**src/rtl/ppu_pkg.sv**
```systemverilog
// ============================================================================
// Module      : ppu_pkg
// Description : Shared PPU fetcher state codes, VRAM bases, attribute layout
//               and the bitplane-to-pixel row helper.
// Revision    : 1.0 - initial release
// ============================================================================
`default_nettype none

package ppu_pkg;

  typedef logic [2:0] fetch_state_t;

  localparam fetch_state_t c_st_idle      = 3'd0;
  localparam fetch_state_t c_st_tile_num  = 3'd1;
  localparam fetch_state_t c_st_attr      = 3'd2;
  localparam fetch_state_t c_st_data_low  = 3'd3;
  localparam fetch_state_t c_st_data_high = 3'd4;
  localparam fetch_state_t c_st_push      = 3'd5;
  localparam fetch_state_t c_st_pause     = 3'd6;

  localparam logic [15:0] c_map_base_lo      = 16'h9800;
  localparam logic [15:0] c_map_base_hi      = 16'h9C00;
  localparam logic [15:0] c_tile_base_8000   = 16'h8000;
  localparam logic [15:0] c_tile_base_9000   = 16'h9000;

  localparam int c_attr_pal_lsb   = 0;
  localparam int c_attr_bank_bit  = 3;
  localparam int c_attr_xflip_bit = 5;
  localparam int c_attr_yflip_bit = 6;
  localparam int c_attr_prio_bit  = 7;

  typedef struct packed {
    logic       prio;
    logic       yflip;
    logic       xflip;
    logic       bank;
    logic [2:0] pal;
  } bg_attr_t;

  // Pixel i occupies bits [2i+1:2i]; index 0 is the leftmost pixel.
  function automatic logic [15:0] assemble_row(input logic [7:0] lo,
                                               input logic [7:0] hi,
                                               input logic       xflip);
    logic [15:0] row;
    row = '0;
    for (int i = 0; i < 8; i++) begin
      row[2*i +: 2] = xflip ? {hi[i], lo[i]} : {hi[7-i], lo[7-i]};
    end
    return row;
  endfunction

endpackage

`default_nettype wire

```
**src/rtl/EvtCounter.sv**
```systemverilog
// ============================================================================
// Module      : EvtCounter
// Description : Event counter with synchronous clear, wrapping at MAX_COUNT.
// Revision    : 1.0 - initial release
// ============================================================================
`default_nettype none

module EvtCounter #(
  parameter int MAX_COUNT = 32
) (
  input  logic                         clk_in,
  input  logic                         rst_in,
  input  logic                         clr_in,
  input  logic                         evt_in,
  output logic [$clog2(MAX_COUNT)-1:0] count_out
);

  localparam int c_w = $clog2(MAX_COUNT);
  localparam logic [c_w-1:0] c_last = c_w'(MAX_COUNT - 1);

  logic [c_w-1:0] r_count;

  always_ff @(posedge clk_in or posedge rst_in) begin
    if (rst_in) begin
      r_count <= '0;
    end else if (clr_in) begin
      r_count <= '0;
    end else if (evt_in) begin
      r_count <= (r_count == c_last) ? '0 : r_count + 1'b1;
    end
  end

  assign count_out = r_count;

endmodule

`default_nettype wire

```
**src/rtl/tile_addr_gen.sv**
```systemverilog
// ============================================================================
// Module      : tile_addr_gen
// Description : Combinational tile-map and tile-data address generation.
// Revision    : 1.0 - initial release
// ============================================================================
`default_nettype none

module tile_addr_gen
  import ppu_pkg::*;
(
  input  logic        window_mode_in,
  input  logic        bg_map_in,
  input  logic        win_map_in,
  input  logic        addressing_mode_in,
  input  logic [4:0]  scx_tile_in,
  input  logic [7:0]  scy_in,
  input  logic [7:0]  ly_in,
  input  logic [4:0]  fetch_x_in,
  input  logic [4:0]  win_x_in,
  input  logic [7:0]  win_line_in,
  input  logic [7:0]  tile_in,
  input  logic        yflip_in,
  output logic [15:0] map_addr_out,
  output logic [15:0] data_addr_out
);

  logic [7:0]  w_y;
  logic [4:0]  w_x;
  logic [15:0] w_map_base;
  logic [2:0]  w_row;
  logic [15:0] w_tile_base;
  logic [15:0] w_tile_off;

  assign w_y        = window_mode_in ? win_line_in : scy_in + ly_in;
  assign w_x        = window_mode_in ? win_x_in : scx_tile_in + fetch_x_in;
  assign w_map_base = (window_mode_in ? win_map_in : bg_map_in) ? c_map_base_hi : c_map_base_lo;
  assign map_addr_out = w_map_base + {6'd0, w_y[7:3], w_x};

  assign w_row       = w_y[2:0] ^ {3{yflip_in}};
  assign w_tile_base = addressing_mode_in ? c_tile_base_8000 : c_tile_base_9000;
  // 0x9000 mode treats the tile number as signed; sign-extend tile*16 to 16 bits.
  assign w_tile_off  = addressing_mode_in ? {4'd0, tile_in, 4'd0}
                                          : {{4{tile_in[7]}}, tile_in, 4'd0};
  assign data_addr_out = w_tile_base + w_tile_off + {12'd0, w_row, 1'b0};

endmodule

`default_nettype wire

```
**src/rtl/cgb_tile_fetcher.sv**
```systemverilog
// ============================================================================
// Module      : cgb_tile_fetcher
// Description : BG/window tile fetcher with CGB attributes feeding the BG FIFO.
// Revision    : 1.0 - initial release
// ============================================================================
`default_nettype none

module cgb_tile_fetcher
  import ppu_pkg::*;
#(
  parameter int         X_MAX           = 160,
  parameter int         TOTAL_SCANLINES = 154,
  parameter int         CGB_MODE        = 1,
  parameter logic [7:0] DATA_DEFAULT    = 8'hFF
) (
  input  logic                               clk_in,
  input  logic                               rst_in,
  input  logic                               tclk_in,
  input  logic                               line_start_in,
  input  logic                               window_start_in,
  input  logic                               frame_start_in,
  input  logic [$clog2(TOTAL_SCANLINES)-1:0] Y_in,
  input  logic [7:0]                         SCX_in,
  input  logic [7:0]                         SCY_in,
  input  logic                               bg_map_in,
  input  logic                               win_map_in,
  input  logic                               addressing_mode_in,
  output logic [15:0]                        addr_out,
  output logic                               bank_out,
  output logic                               addr_valid_out,
  input  logic [7:0]                         data_in,
  input  logic                               data_valid_in,
  output logic                               mem_busy_out,
  input  logic                               bg_fifo_empty_in,
  input  logic                               sprite_hit_in,
  output logic                               valid_pixels_out,
  output logic [15:0]                        pixels_out,
  output logic [2:0]                         palette_out,
  output logic                               priority_out
);

  if (X_MAX < 8 || X_MAX > 256) begin : g_xmax_check
    $error("cgb_tile_fetcher: X_MAX out of range");
  end

  fetch_state_t r_state;
  logic         r_phase;
  logic         r_window;
  logic         r_win_used;
  logic [7:0]   r_win_line;
  logic [7:0]   r_tile;
  logic [7:0]   r_low;
  logic [7:0]   r_high;
  bg_attr_t     r_attr;

  logic [4:0]   w_fetch_x;
  logic [4:0]   w_win_x;
  logic [15:0]  w_map_addr;
  logic [15:0]  w_data_addr;
  logic [7:0]   w_data;
  logic [7:0]   w_ly;
  bg_attr_t     w_attr_in;
  logic         w_line;
  logic         w_win;
  logic         w_push;
  logic [7:0]   w_push_high;
  logic         w_unused_scx_fine;

  assign w_unused_scx_fine = ^SCX_in[2:0];
  assign w_ly   = 8'(Y_in);
  assign w_data = data_valid_in ? data_in : DATA_DEFAULT;

  assign w_attr_in.prio  = w_data[c_attr_prio_bit];
  assign w_attr_in.yflip = w_data[c_attr_yflip_bit];
  assign w_attr_in.xflip = w_data[c_attr_xflip_bit];
  assign w_attr_in.bank  = w_data[c_attr_bank_bit];
  assign w_attr_in.pal   = w_data[c_attr_pal_lsb +: 3];

  // Event qualification in priority order: line start, window start, push.
  assign w_line = tclk_in & line_start_in;
  assign w_win  = tclk_in & ~line_start_in & window_start_in & (r_state != c_st_idle);
  assign w_push = tclk_in & ~line_start_in & ~w_win & bg_fifo_empty_in &
                  (((r_state == c_st_data_high) & r_phase) | (r_state == c_st_push));
  assign w_push_high = (r_state == c_st_data_high) ? w_data : r_high;

  EvtCounter #(.MAX_COUNT(32)) u_fetch_x (
    .clk_in   (clk_in),
    .rst_in   (rst_in),
    .clr_in   (w_line),
    .evt_in   (w_push),
    .count_out(w_fetch_x)
  );

  EvtCounter #(.MAX_COUNT(32)) u_win_x (
    .clk_in   (clk_in),
    .rst_in   (rst_in),
    .clr_in   (w_line | w_win),
    .evt_in   (w_push & r_window),
    .count_out(w_win_x)
  );

  tile_addr_gen u_addr (
    .window_mode_in    (r_window),
    .bg_map_in         (bg_map_in),
    .win_map_in        (win_map_in),
    .addressing_mode_in(addressing_mode_in),
    .scx_tile_in       (SCX_in[7:3]),
    .scy_in            (SCY_in),
    .ly_in             (w_ly),
    .fetch_x_in        (w_fetch_x),
    .win_x_in          (w_win_x),
    .win_line_in       (r_win_line),
    .tile_in           (r_tile),
    .yflip_in          (r_attr.yflip),
    .map_addr_out      (w_map_addr),
    .data_addr_out     (w_data_addr)
  );

  always_comb begin
    addr_out       = '0;
    bank_out       = 1'b0;
    addr_valid_out = 1'b0;
    case (r_state)
      c_st_tile_num: begin
        addr_out       = w_map_addr;
        addr_valid_out = ~r_phase;
      end
      c_st_attr: begin
        addr_out       = w_map_addr;
        bank_out       = 1'b1;
        addr_valid_out = ~r_phase;
      end
      c_st_data_low: begin
        addr_out       = w_data_addr;
        bank_out       = r_attr.bank;
        addr_valid_out = ~r_phase;
      end
      c_st_data_high: begin
        addr_out       = w_data_addr + 16'd1;
        bank_out       = r_attr.bank;
        addr_valid_out = ~r_phase;
      end
      default: ;
    endcase
  end

  assign mem_busy_out = (r_state != c_st_idle) && (r_state != c_st_pause);

  always_ff @(posedge clk_in or posedge rst_in) begin
    if (rst_in) begin
      r_state          <= c_st_idle;
      r_phase          <= 1'b0;
      r_window         <= 1'b0;
      r_win_used       <= 1'b0;
      r_win_line       <= '0;
      r_tile           <= '0;
      r_low            <= '0;
      r_high           <= '0;
      r_attr           <= '0;
      valid_pixels_out <= 1'b0;
      pixels_out       <= '0;
      palette_out      <= '0;
      priority_out     <= 1'b0;
    end else if (tclk_in) begin
      valid_pixels_out <= 1'b0;
      if (w_line) begin
        r_state    <= c_st_tile_num;
        r_phase    <= 1'b0;
        r_window   <= 1'b0;
        r_win_used <= 1'b0;
        if (r_win_used) begin
          r_win_line <= r_win_line + 8'd1;
        end
      end else if (w_win) begin
        r_state    <= c_st_tile_num;
        r_phase    <= 1'b0;
        r_window   <= 1'b1;
        r_win_used <= 1'b1;
      end else if (w_push) begin
        valid_pixels_out <= 1'b1;
        pixels_out       <= assemble_row(r_low, w_push_high, r_attr.xflip);
        palette_out      <= r_attr.pal;
        priority_out     <= r_attr.prio;
        r_high           <= w_push_high;
        r_phase          <= 1'b0;
        r_state          <= sprite_hit_in ? c_st_pause : c_st_tile_num;
      end else begin
        case (r_state)
          c_st_tile_num, c_st_attr, c_st_data_low, c_st_data_high: begin
            r_phase <= ~r_phase;
            if (r_phase) begin
              case (r_state)
                c_st_tile_num: begin
                  r_tile  <= w_data;
                  r_state <= (CGB_MODE != 0) ? c_st_attr : c_st_data_low;
                end
                c_st_attr: begin
                  r_attr  <= w_attr_in;
                  r_state <= c_st_data_low;
                end
                c_st_data_low: begin
                  r_low   <= w_data;
                  r_state <= c_st_data_high;
                end
                default: begin
                  r_high  <= w_data;
                  r_state <= c_st_push;
                end
              endcase
            end
          end
          c_st_pause: begin
            if (!sprite_hit_in) begin
              r_state <= c_st_tile_num;
              r_phase <= 1'b0;
            end
          end
          default: ;
        endcase
      end
      // A frame boundary restarts window line counting from row 0.
      if (frame_start_in) begin
        r_win_line <= '0;
        if (!w_line && !w_win) begin
          r_win_used <= 1'b0;
        end
      end
    end
  end

endmodule

`default_nettype wire

```
**config.mk**
```make
export PLATFORM = sky130hd
export DESIGN_NAME = cgb_tile_fetcher
export DESIGN_NICKNAME = d
export VERILOG_FILES = /design/src/rtl/ppu_pkg.sv /design/src/rtl/EvtCounter.sv /design/src/rtl/tile_addr_gen.sv /design/src/rtl/cgb_tile_fetcher.sv
export SDC_FILE = /design/constraint.sdc
export NUM_CORES = 1
export LEC_CHECK = 0
export CORE_MARGIN = 2
export CORE_UTILIZATION = 52
export DETAILED_ROUTE_END_ITERATION = 16
export PLACE_DENSITY = 0.88
export SYNTH_ARGS = -nofsm -noshare
export SYNTH_HDL_FRONTEND = slang
export SYNTH_SLANG_ARGS = --single-unit
```
**constraint.sdc**
```tcl
create_clock -name clk_in -period 2.7 [get_ports clk_in]
set_clock_uncertainty 0.15 [all_clocks]
set_input_delay 0.405 -clock clk_in [delete_from_list [all_inputs] [get_ports clk_in]]
set_output_delay 0.405 -clock clk_in [all_outputs]
set_load 0.01 [all_outputs]
```
==> results of run 1 <==
==> placed cells by master, fill, tap and decap left out, drive strengths merged, types with 3 or more instances in the layout <==
master | netlist | final
o31a | 3 | 3
nor3b | 5 | 5
nand2 | 39 | 39
o22ai | 4 | 4
buf | 16 | 51
nand2b | 8 | 8
dfrtp | 76 | 76
o21ai | 40 | 40
xnor2 | 10 | 10
and3 | 4 | 4
clkdlybuf4s15 | 0 | 4
nor4 | 6 | 6
nor3 | 5 | 5
inv | 12 | 14
clkdlybuf4s50 | 0 | 54
nor2 | 56 | 56
mux2 | 12 | 12
nor2b | 11 | 11
dlymetal6s2s | 0 | 9
a32oi | 4 | 4
a21oi | 58 | 58
a21o | 8 | 8
xor2 | 9 | 9
and2 | 3 | 3
bufinv | 0 | 3
mux2i | 18 | 18
ha | 16 | 16
nand3 | 8 | 8
dlygate4sd2 | 0 | 5
or4 | 3 | 3
clkbuf | 9 | 12
==> registers in the layout (all words and copies together), names as in the netlist <==
name,flops
u_fetch_x.count_out,5
palette_out,3
r_high,8
r_state,3
priority_out,1
r_tile,8
r_attr,7
r_phase,1
valid_pixels_out,1
r_win_used,1
u_win_x.count_out,5
r_window,1
r_win_line,8
r_low,8
pixels_out,16
==> critical path, delay by kind of cell <==
family / cells / cell delay (ns)
AO/OA/AOI/OAI: 2 / 0.44
adder cells (fa/ha/maj): 2 / 0.41
AND/OR/NAND/NOR: 2 / 0.15
buffers and inverters: 4 / 0.49
multiplexers: 1 / 0.22
==> final cells by class <==
cell class | instances | area [µm²]
inverters | 12 | 45.0
clock inverters | 6 | 119
fillers | 575 | 2230
clock buffers | 10 | 128
flip-flops and latches | 76 | 1910
repair buffers | 125 | 1170
well taps | 105 | 131
multi-input cells | 359 | 2450
==> how the worst min path moves through the flow <==
| stage | depth (start not counted) | slack, ns | to |
|---|---|---|---|
| global route | 2 | 0.18 | pixels_out[15] |
| detailed placement | 2 | 0.33 | r_attr[2] |
| finish | 2 | 0.15 | r_state[2] |
| CTS | 2 | 0.16 | pixels_out[11] |
| floorplan | 2 | 0.30 | r_attr[2] |
| global placement | 1 | 0.32 | valid_pixels_out |
==> cells by family (layout without fill, tap and decap cells) <==
family / Yosys count / count (layout) / synth area share (%)
flops: 76 / 76 / 43.8
xor+xnor: 19 / 19 / 3.83
compound gates: 133 / 133 / 17.8
mux: 30 / 30 / 7.25
simple gates: 157 / 157 / 18.0
fa+ha+maj: 18 / 18 / 5.53
buf+inv: 37 / 153 / 3.74
other cells: 1 / 2 / 0.0863
==> power by group <==
| part | total [mW] | leakage (nW) | switching [mW] | internal, mW |
|---|---|---|---|---|
| clock | 1.09 | 0.123 | 0.461 | 0.626 |
| combinational | 2.22 | 1.56 | 1.11 | 1.11 |
| sequential | 1.71 | 0.999 | 0.283 | 1.42 |
| total | 5.02 | 2.69 | 1.86 | 3.16 |
==> metal layers <==
metal	global-route usage (%)	up-vias	part of all wire [%]
met5	0	-	0
met4	10.5	0	2.1
met3	5.53	28	8.1
met2	46.5	191	51
met1	32.9	1977	39
li1	-	1877	-
==> what timing repair did <==
item / 4_1_cts / 5_1_grt
resized for setup: 53 / 37
hold buffers: 0 / 0
pin swaps: 17 / 14
setup buffers: 5 / 3
setup endpoints to repair: 16 / 11
==> impl_metrics.json, run 1 <==
{
  "outcome": "finished clean",
  "syn_to_final_growth_pct": 36.9,
  "syn_inst": 471,
  "row_count": 33,
  "drt_drc_violations_left": 0,
  "hold_path.class": "input port to async pin",
  "route.vias.total": 4073,
  "dieArea_mm2": 0.00911,
  "vdd_drop_max_uv": 621,
  "r2r-end": "r_attr[5]",
  "slew_viol_final": 0,
  "rr_startpoint": "r_state[0]",
  "core-area_mm2": 0.00818,
  "clockRootBuffer": "clkbuf_8",
  "first_global_vias": 3954,
  "syn_area_mm2": 0.00435,
  "ioPinCount": 84,
  "fmax_ghz": 0.375,
  "fin_area_mm2": 0.00595,
  "hpwl_um": 8450,
  "total_power_mw": 5.02,
  "regToRegSetupSlack_ns": 0.10,
  "yosys-top-cells-area": "dfrtp_1 (44%), a21oi_1 (6.7%), nor2_1 (4.8%)",
  "ant_nets": 0,
  "synthMostInstantiatedCell": "dfrtp_1",
  "first_pass_iters": 4,
  "nets": 645,
  "timing.critical_path.mode_cell": "buf_6",
  "gr-total-overflow": 0,
  "slowest_delay_ns": 0.32,
  "cp_max_fo": 2,
  "wirelength_um": 12000,
  "avgViaCountPerCell": 5.88,
  "hold_slack_ns": 0.148,
  "dpl_cell_area_mm2": 0.00548,
  "wl_per_cell_um": 17.4,
  "yosys-top-cells-count": "dfrtp_1 (76), a21oi_1 (58), nor2_1 (56)",
  "tightest_slew_ns": 0.834,
  "endpoint_kind": "primary output",
  "timing.final.crit_share_pct": 98.9,
  "fin_cells": 693,
  "n_antenna_cell": 0,
  "slowest_stage": "o31a_1",
  "worstPathArrival_ns": 2.11,
  "tns_ns": 0,
  "crit_type": "input port to primary output",
  "placed_cells": 669,
  "critPathLaunchType": "input port",
  "finalHoldViolCount": 0,
  "post-route-min-period_ns": 2.67,
  "cellPowerDensity_mw_per_mm2": 843,
  "grt.total_usage_pct": 26.9,
  "synth_edf_count": 0,
  "rsz0062_at_grt": "yes",
  "synth_cell_types": 53,
  "start_util_pct": 53.2,
  "grt_max_degree": 33,
  "cap_viol_max_count": 0,
  "h-tree-depth": 3,
  "clkSinkCount": 76,
  "io_buffers": 78,
  "die_w_um": 95.4,
  "dp_slack_ns": -0.590,
  "drtIter0Drc": 250,
  "worstSkewPairLatency_ns": 0.37,
  "yosysTopAreaCell": "dfrtp_1",
  "numCtsBuffers": 9,
  "avgSynthCellArea_um2": 9.23,
  "die_height_um": 95.4,
  "antenna_found_initial": 0,
  "ys_seq_area_share_pct": 43.8,
  "final-setup-viol-count": 0,
  "cts_tree": "built",
  "reg2reg_depth": 6,
  "crit_path_start": "Y_in[0]",
  "yosysTopAreaCellShare_pct": 43.8,
  "p_leak_nw": 2.69,
  "cts_max_path_buffers": 2,
  "grt_pass1_wl_um": 18800,
  "endpoint": "addr_out[8]",
  "setup_ws_ns": 0.0304,
  "crit_chain": "clkdlybuf4s15_1 -> ha_2 -> inv_2 -> fa_2 -> nor2b_2 -> o31a_1 -> buf_6 -> o22ai_4 -> mux2i_1 -> nand2_1 -> buf_6",
  "relSlewSlack_pct": 44.4,
  "gp_congestion": 0.876,
  "cp.required_ns": 2.14,
  "utilization_pct": 72.8,
  "async_reset_ff_share_pct": 100,
  "drive_gt1_share_pct": 19.4,
  "ys_ff_latch": 76,
  "ys.flop_type": "dfrtp_1",
  "yosys_warnings": 0,
  "clk_pin_slew_ns": 0.09
}
(Power assumes the default switching activity.)
==> inputs of run 2 (changes only) <==
==> constraint.sdc (replaced) <==
create_clock -name clk_in -period 2.7 [get_ports clk_in]
set_clock_uncertainty 0.15 [all_clocks]
set_input_delay 0.54 -clock clk_in [delete_from_list [all_inputs] [get_ports clk_in]]
set_output_delay 0.54 -clock clk_in [all_outputs]
set_load 0.01 [all_outputs]
==> impl_metrics.json, run 2 (synthesis gave the netlist of run 1 again) <==
{
  "outcome": "finished clean",
  "p_comb_share_pct": 46.0,
  "die_height_um": 95.4,
  "worstSkewPairLatency_ns": 0.36,
  "n_antenna_cell": 0,
  "grt.total_usage_pct": 27.6,
  "regMostFlops": "pixels_out",
  "hold_path.class": "input port to async pin",
  "rr_startpoint": "r_state[1]",
  "finalHoldViolCount": 0,
  "met2WireLength_um": 6330,
  "endpoint_kind": "primary output",
  "tightest_slew_ns": 0.856,
  "dieArea_mm2": 0.00911,
  "wl_met1_um": 4660,
  "clkSinkCount": 76,
  "h-tree-depth": 3,
  "drt_drc_violations_left": 0,
  "clockPowerShare_pct": 19.2,
  "cts_tree": "built",
  "regToRegSetupSlack_ns": 0.20,
  "ant_nets": 0,
  "crit_type": "input port to primary output",
  "syn_to_final_growth_pct": 37.7,
  "ioPinCount": 84,
  "cellPowerDensity_mw_per_mm2": 824,
  "gp_congestion": 0.870,
  "fin_cells": 697,
  "cp_max_fo": 2,
  "first_pass_iters": 5,
  "slew_viol_final": 0,
  "worstPathArrival_ns": 2.00,
  "critPathLaunchType": "input port",
  "vdd_drop_max_uv": 493,
  "wl_per_cell_um": 17.7,
  "hpwl_um": 8250,
  "route.vias.total": 4043,
  "relSlewSlack_pct": 42.9,
  "timing.final.crit_share_pct": 99.6,
  "crit_path_start": "Y_in[0]",
  "setup_ws_ns": 0.0109,
  "post-route-min-period_ns": 2.69,
  "start_util_pct": 53.2,
  "clockRootBuffer": "clkbuf_8",
  "drtIter0Drc": 291,
  "avgViaCountPerCell": 5.80,
  "p_int_mw": 3.05,
  "core-area_mm2": 0.00818,
  "switching_share_pct": 38.1,
  "seqPwrFrac_pct": 34.8,
  "p_switching_mw": 1.88,
  "met3_length_um": 1060,
  "grt_max_degree": 66,
  "io_buffers": 78,
  "cp.required_ns": 2.01,
  "dp_slack_ns": -0.876,
  "largest_reg_flops": 16,
  "rsz0062_at_grt": "yes",
  "holdBufCountCts": 0,
  "fmax_ghz": 0.372,
  "layout_commonest_cell": "dfrtp_1",
  "cts_max_path_buffers": 2,
  "grt_pass1_wl_um": 19100,
  "final_cell_mix": "dfrtp_1 (72), nor2_1 (55), a21oi_1 (54), buf_4 (47), clkdlybuf4s50_1 (44)",
  "clk_pin_slew_ns": 0.08,
  "cap_viol_max_count": 0,
  "numCtsBuffers": 9,
  "wirelength_um": 12300,
  "final-setup-viol-count": 0,
  "first_global_vias": 4091,
  "placed_cells": 671,
  "row_count": 33,
  "die_w_um": 95.4,
  "p_leak_nw": 2.68,
  "gr-total-overflow": 0,
  "nets": 649,
  "drive_gt1_share_pct": 22.5,
  "antenna_found_initial": 0,
  "route.top_layer_used": "met4"
}
run 2: changes by cell type in the layout (fill, tap and decap cells not counted), moves of 5 or more:
cell / change
buf_2: +6
buf_4: +5
clkdlybuf4s50_1: -10
dlygate4sd2_1: +5
ha_4: +5
run 2: worst paths after layout:
path,to,cells after the start
min in group clk_in,r_attr[2],2
max in group asynchronous,r_state[1],3
worst min-delay path,pixels_out[11],2
worst min register to register,r_attr[2],2
worst max-delay path,addr_out[8],10
worst max register to register,r_attr[4],6
run 2: power by group through the flow:
stage / sequential (mW) / clock (mW) / combinational [mW]
after global routing: 1.75 / 1.00 / 2.46
after floorplan: 1.64 / 0 / 1.13
final: 1.72 / 0.947 / 2.27
after detailed placement: 1.70 / 0 / 2.16
after global placement: 1.68 / 0 / 2.10
after CTS: 1.69 / 0.956 / 2.19
run 2: per-layer routing:
layer	global-route usage, %	vias to the layer above
met5	0	-
met4	12.1	0
met3	7.19	31
met2	48.1	180
met1	31.9	1949
li1	-	1883
run 2: metrics by stage:
step | hold WS [ns] | util (%) | setup TNS (ns) | total power, mW | area [µm²]
2_1_floorplan | 0.298 | - | 0 | 2.77 | 4350
3_3_place_gp | 0.317 | 67.1 | -5.90 | 3.78 | 5480
4_1_cts | 0.271 | 71.9 | -0.127 | 4.84 | 5880
3_5_place_dp | 0.325 | 67.1 | -6.27 | 3.85 | 5480
5_1_grt | 0.303 | 73.2 | -0.144 | 5.21 | 5990
6_report | 0.278 | 73.2 | 0 | 4.94 | 5990
run 2: critical path, cell delays in order:
cell and delay (ns):
buf_8 0.07, ha_4 0.13, inv_2 0.04, fa_2 0.42, nor2b_4 0.13, o31a_1 0.19
o22ai_2 0.09, mux2i_1 0.15, nand2_1 0.08, buf_2 0.15
run 2: area by class of cell:
type                       count  area, µm²
multi-input combinational    359       2540
clock buffer                  12        165
sequential                    76       1910
clock inverter                 4       53.8
fill                         589       2190
inverter                      12       45.0
tap                          105        131
timing repair buffer         129       1140
run 2: timing repair:
action | CTS | global route
setup buffers | 8 | 3
setup endpoints to repair | 17 | 9
resized for setup | 103 | 32
pin swaps | 28 | 23
